[src/rtl/fft_stage_sequencer.sv]
// Frame sequencer for a ping-pong FFT: load N samples, run NUM_STAGES butterfly stages, then unload.
// Defining FFT_STAGE_TIMEOUT_EN adds a per-stage watchdog that aborts a stalled frame.
module fft_stage_sequencer #(
  parameter int N          = 256,
  parameter int SIZE       = 8,
  parameter int NUM_STAGES = 4,
  parameter int TIMEOUT    = 1024
) (
  input  logic            clk,
  input  logic            rst_n,
  input  logic            start,
  input  logic            s_valid,
  output logic            s_ready,
  output logic            ld_en,
  output logic [SIZE-1:0] ld_addr,
  output logic            stage_start,
  output logic [2:0]      stage_idx,
  input  logic            stage_done,
  output logic            bank_sel,
  output logic            m_valid,
  input  logic            m_ready,
  output logic [SIZE-1:0] m_addr,
  output logic            m_last,
  output logic            busy,
  output logic [7:0]      frame_cnt,
  output logic            timeout_err
);

  localparam logic [SIZE-1:0] LAST_ADDR  = SIZE'(N - 1);
  localparam logic [SIZE-1:0] PRE_LAST   = SIZE'(N - 2);
  localparam logic [2:0]      LAST_STAGE = 3'(NUM_STAGES - 1);

  typedef enum logic [2:0] {
    ST_IDLE   = 3'd0,
    ST_LOAD   = 3'd1,
    ST_START  = 3'd2,
    ST_WAIT   = 3'd3,
    ST_UNLOAD = 3'd4
  } state_t;

  state_t          r_state;
  logic [SIZE-1:0] r_ld_cnt;
  logic [SIZE-1:0] r_m_addr;
  logic [2:0]      r_stage_idx;
  logic [7:0]      r_frame_cnt;
  logic            r_s_ready;
  logic            r_stage_start;
  logic            r_bank_sel;
  logic            r_m_valid;
  logic            r_m_last;
  logic            r_busy;

`ifdef FFT_STAGE_TIMEOUT_EN
  localparam int             WD_W    = (TIMEOUT > 1) ? $clog2(TIMEOUT) : 1;
  localparam logic [WD_W-1:0] WD_LAST = WD_W'(TIMEOUT - 1);
  logic [WD_W-1:0] r_wd_cnt;
  logic            r_timeout_err;
  assign timeout_err = r_timeout_err;
`else
  assign timeout_err = 1'b0;
`endif

  // The load strobe is same-cycle with the sample so the bank write needs no extra pipeline stage.
  assign ld_en       = r_s_ready & s_valid;
  assign ld_addr     = r_ld_cnt;
  assign s_ready     = r_s_ready;
  assign stage_start = r_stage_start;
  assign stage_idx   = r_stage_idx;
  assign bank_sel    = r_bank_sel;
  assign m_valid     = r_m_valid;
  assign m_addr      = r_m_addr;
  assign m_last      = r_m_last;
  assign busy        = r_busy;
  assign frame_cnt   = r_frame_cnt;

  // Sequencer FSM with every output registered alongside the state.
  always_ff @(posedge clk or negedge rst_n) begin
    if (!rst_n) begin
      r_state       <= ST_IDLE;
      r_ld_cnt      <= {SIZE{1'b0}};
      r_m_addr      <= {SIZE{1'b0}};
      r_stage_idx   <= 3'd0;
      r_frame_cnt   <= 8'd0;
      r_s_ready     <= 1'b0;
      r_stage_start <= 1'b0;
      r_bank_sel    <= 1'b0;
      r_m_valid     <= 1'b0;
      r_m_last      <= 1'b0;
      r_busy        <= 1'b0;
`ifdef FFT_STAGE_TIMEOUT_EN
      r_wd_cnt      <= {WD_W{1'b0}};
      r_timeout_err <= 1'b0;
`endif
    end else begin
      r_stage_start <= 1'b0;
      case (r_state)
        ST_IDLE: begin
          if (start) begin
            r_state     <= ST_LOAD;
            r_s_ready   <= 1'b1;
            r_busy      <= 1'b1;
            r_ld_cnt    <= {SIZE{1'b0}};
            r_bank_sel  <= 1'b0;
            r_stage_idx <= 3'd0;
`ifdef FFT_STAGE_TIMEOUT_EN
            r_timeout_err <= 1'b0;
`endif
          end
        end
        ST_LOAD: begin
          if (s_valid) begin
            // The counter stops at N-1 rather than wrapping; the state change ends the load.
            if (r_ld_cnt == LAST_ADDR) begin
              r_state       <= ST_START;
              r_s_ready     <= 1'b0;
              r_stage_start <= 1'b1;
            end else begin
              r_ld_cnt <= r_ld_cnt + 1'b1;
            end
          end
        end
        ST_START: begin
          r_state <= ST_WAIT;
`ifdef FFT_STAGE_TIMEOUT_EN
          r_wd_cnt <= {WD_W{1'b0}};
`endif
        end
        ST_WAIT: begin
          if (stage_done) begin
            r_bank_sel <= ~r_bank_sel;
            if (r_stage_idx == LAST_STAGE) begin
              r_state   <= ST_UNLOAD;
              r_m_valid <= 1'b1;
              r_m_addr  <= {SIZE{1'b0}};
              r_m_last  <= (LAST_ADDR == {SIZE{1'b0}});
            end else begin
              r_state       <= ST_START;
              r_stage_idx   <= r_stage_idx + 3'd1;
              r_stage_start <= 1'b1;
            end
`ifdef FFT_STAGE_TIMEOUT_EN
          end else if (r_wd_cnt == WD_LAST) begin
            r_state       <= ST_IDLE;
            r_busy        <= 1'b0;
            r_timeout_err <= 1'b1;
          end else begin
            r_wd_cnt <= r_wd_cnt + 1'b1;
`endif
          end
        end
        ST_UNLOAD: begin
          if (m_ready) begin
            if (r_m_addr == LAST_ADDR) begin
              r_state     <= ST_IDLE;
              r_m_valid   <= 1'b0;
              r_m_last    <= 1'b0;
              r_m_addr    <= {SIZE{1'b0}};
              r_busy      <= 1'b0;
              r_frame_cnt <= r_frame_cnt + 8'd1;
            end else begin
              r_m_addr <= r_m_addr + 1'b1;
              r_m_last <= (r_m_addr == PRE_LAST);
            end
          end
        end
        default: begin
          r_state   <= ST_IDLE;
          r_s_ready <= 1'b0;
          r_m_valid <= 1'b0;
          r_m_last  <= 1'b0;
          r_busy    <= 1'b0;
        end
      endcase
    end
  end

endmodule
[config.mk]
export PLATFORM = sky130hd
export DESIGN_NAME = fft_stage_sequencer
export DESIGN_NICKNAME = d
export VERILOG_FILES = /design/src/rtl/fft_stage_sequencer.sv
export SDC_FILE = /design/constraint.sdc
export NUM_CORES = 1
export LEC_CHECK = 0
export CAP_MARGIN = 20
export CORE_MARGIN = 3
export CORE_UTILIZATION = 35
export DETAILED_ROUTE_END_ITERATION = 6
export SLEW_MARGIN = 20
export SYNTH_ARGS = -nofsm -noshare
export SYNTH_HDL_FRONTEND = slang
export SYNTH_SLANG_ARGS = --single-unit
[constraint.sdc]
create_clock -name clk -period 3.07 [get_ports clk]
set_input_delay 0.4605 -clock clk [delete_from_list [all_inputs] [get_ports clk]]
set_output_delay 0.4605 -clock clk [all_outputs]
set_load 0.01 [all_outputs]
==> summary.txt <==
outcome - finished clean
Worst setup EP type - primary output
clock slew at reported path FFs - 70 ps
Worst setup startpoint - s_valid
worst slew pin tran - 803 ps
Max transition margin - 46.4%
total power per unit cell area - 495 nW/um^2
Sequential Power Share - 50.2%
synth top area cells - dfrtp_1, nand2_1, ha_1
vias per cell - 5.35
sw power - 370 uW
Mean Syn Cell Area - 9.97 um^2
Iteration-0 DRC Markers - 70
Post-Route Utilization - 46.9%
Synth Instances - 197
setup tns final - 0 ps
Clock Skews - 4.35 ps
largest net degree at the start of global routing - 37
crit start category - input port
placer congestion estimate - 0.807
Hold Slack - 257 ps
hold crit path type - in2async
Remaining DRCs - 0
initial antenna violation count - 0
Max Freq - 0.448 GHz
area delta synth->final - 25.9%
Post-synth top cells - dfrtp_1, nand2_1, nand3_1, nor2_1, o21ai_0
CTS Buffer Depth - 2
max-cap violations - 0
CTS tree - built
Num CTS Buffers - 5
core region area - 5270 um^2
vias in the first global route - 1600
post-route antenna net violation count - 0
Max Slew Vio Count - 0
R2R Setup Slk - 1120 ps
Initial Utilization - 37.3%
num rows - 26
dpl cell area - 2400 um^2
library cells used by synthesis - 52
Die Y - 80.9 um
Sw Share - 30.2%
# port buffers - 39
clk root buf - clkbuf_8
IO Pins - 41
All-Layer GR Usage - 14.4%
sequential area share after synthesis - 45.9%
post-CTS setup buffer count - 0
Setup Viol. Count Final - 0
EDFF count, synth - 0
# diodes - 0
drt total wl - 4360 um
CTS Sinks - 36
worst vdd ir - 0.410 mV
Synth Net Count - 209
Pint - 854 uW
unrepaired setup endpoints after global routing - no
Clock power frac - 26.5%
H-tree levels - 2
Critical Path Fanout Max - 8
design area - 2470 um^2
first-pass GRT wire length - 7430 um
Crit Path Category - in2out
Synth Flop Type - dfrtp_1
CP required - 2610 ps
Yosys top cell area share - 45.9%
Inst Count DP - 300
nets@finish - 249
R2R depth - 4
Comb pwr share - 23.3%
share of layout cells above drive strength 1 - 9.28%
synthesized flop and latch total - 36
Worst-Skew Late Latency - 290 ps
synthesized area - 1960 um^2
Congestion Overflow GR - 0
chip width - 80.9 um
most numerous cell in the Yosys netlist - dfrtp_1
area leader, netlist - dfrtp_1
final cycle utilization of the critical path - 72.7%
placed wire-length estimate - 3000 um
count of hold-fix buffers inserted at cts - 0
WP data arrival - 1770 ps
FFs w/ async S/R, synth - 100%
WL per Instance - 14.2 um
Leak - 0.00108 uW
Die Area - 6550 um^2
1st-pass router iterations - 4
CTS resizes - 0
final cell count without fillers - 307
minimum clock period - 2230 ps
RR Startpoint - r_state[0]
Hold Vio Cnt, Final - 0
via count - 1643
yosys warns - 0
-- per-layer routing --
| metal | vias to the layer above | share of wire [%] | global-route usage, % |
|---|---|---|---|
| met5 | - | 0 | 0 |
| met3 | 7 | 4.2 | 3.10 |
| met4 | 0 | 1.6 | 5.57 |
| met2 | 38 | 44 | 22.0 |
| li1 | 804 | - | - |
| met1 | 794 | 50 | 20.0 |
-- path summary, 6_finish.rpt --
check	end
setup / recovery	ld_en
hold / removal	m_addr[1]
setup reg to reg	m_addr[4]
hold reg to reg	frame_cnt[7]
max in group asynchronous	frame_cnt[1]
min in group clk	frame_cnt[7]
-- flip-flops by register name (all words and copies together) (netlist names) --
name	count
busy	1
stage_idx	3
m_last	1
bank_sel	1
frame_cnt	8
ld_addr	8
s_ready	1
m_addr	8
stage_start	1
m_valid	1
r_state	3
-- per-stage QoR --
stage / power (uW) / setup WS, ps
after floorplan: 735 / 1440
final: 1220 / 838
after detailed placement: 913 / 789
after global routing: 1300 / 805
after global placement: 909 / 825
after CTS: 1250 / 837
-- worst max-delay path, stage by stage --
cell	delay (ps)
clkdlybuf4s50_1	610
and2_1	170
clkdlybuf4s50_1	530
-- power groups by stage --
stage	clock (uW)	sequential (uW)	combinational, uW
final	324	615	285
after floorplan	0	635	99.8
after global placement	0	624	285
after global routing	354	627	319
after CTS	341	615	291
after detailed placement	0	624	289
-- cell usage in the layout, fill, tap and decap left out, types with 2 or more instances in the layout --
master            n
nor2_1           10
ha_1              6
nand2_1          22
nor3b_2           2
o31ai_1           3
nand4b_1          2
a21o_1            4
nand4_1           5
a21boi_0          2
xnor2_1           3
nand2b_1          4
clkbuf_8          5
xor2_1            4
a22o_1            2
a211oi_1          3
o22a_1            2
o21ai_0          10
nand3_1          14
dfrtp_1          36
a31oi_1           6
inv_1             7
clkdlybuf4s50_1  38
o21a_1            5
and4_1            2
nor3_1            4
or2_2             2
a21oi_1           6
or3b_2            2
-- logic make-up (layout without fill, tap and decap cells) --
logic type | Yosys count | after routing | synth area share [%]
simple gates | 83 | 83 | 25.2
buf+inv | 13 | 53 | 3.44
flops | 36 | 36 | 45.9
mux | 1 | 1 | 0.573
fa+ha+maj | 6 | 6 | 3.82
other cells | 1 | 1 | 0.191
compound gates | 50 | 50 | 17.8
xor+xnor | 7 | 7 | 3.12
-- layout make-up --
| type | instances | area (um^2) |
|---|---|---|
| clock buffers | 6 | 72.6 |
| clock inverters | 1 | 5.00 |
| fillers | 535 | 2800 |
| inverters | 7 | 26.3 |
| multi-input cells | 148 | 996 |
| flip-flops and latches | 36 | 901 |
| well taps | 70 | 87.6 |
| repair buffers | 39 | 385 |
(Power assumes the default switching activity.)
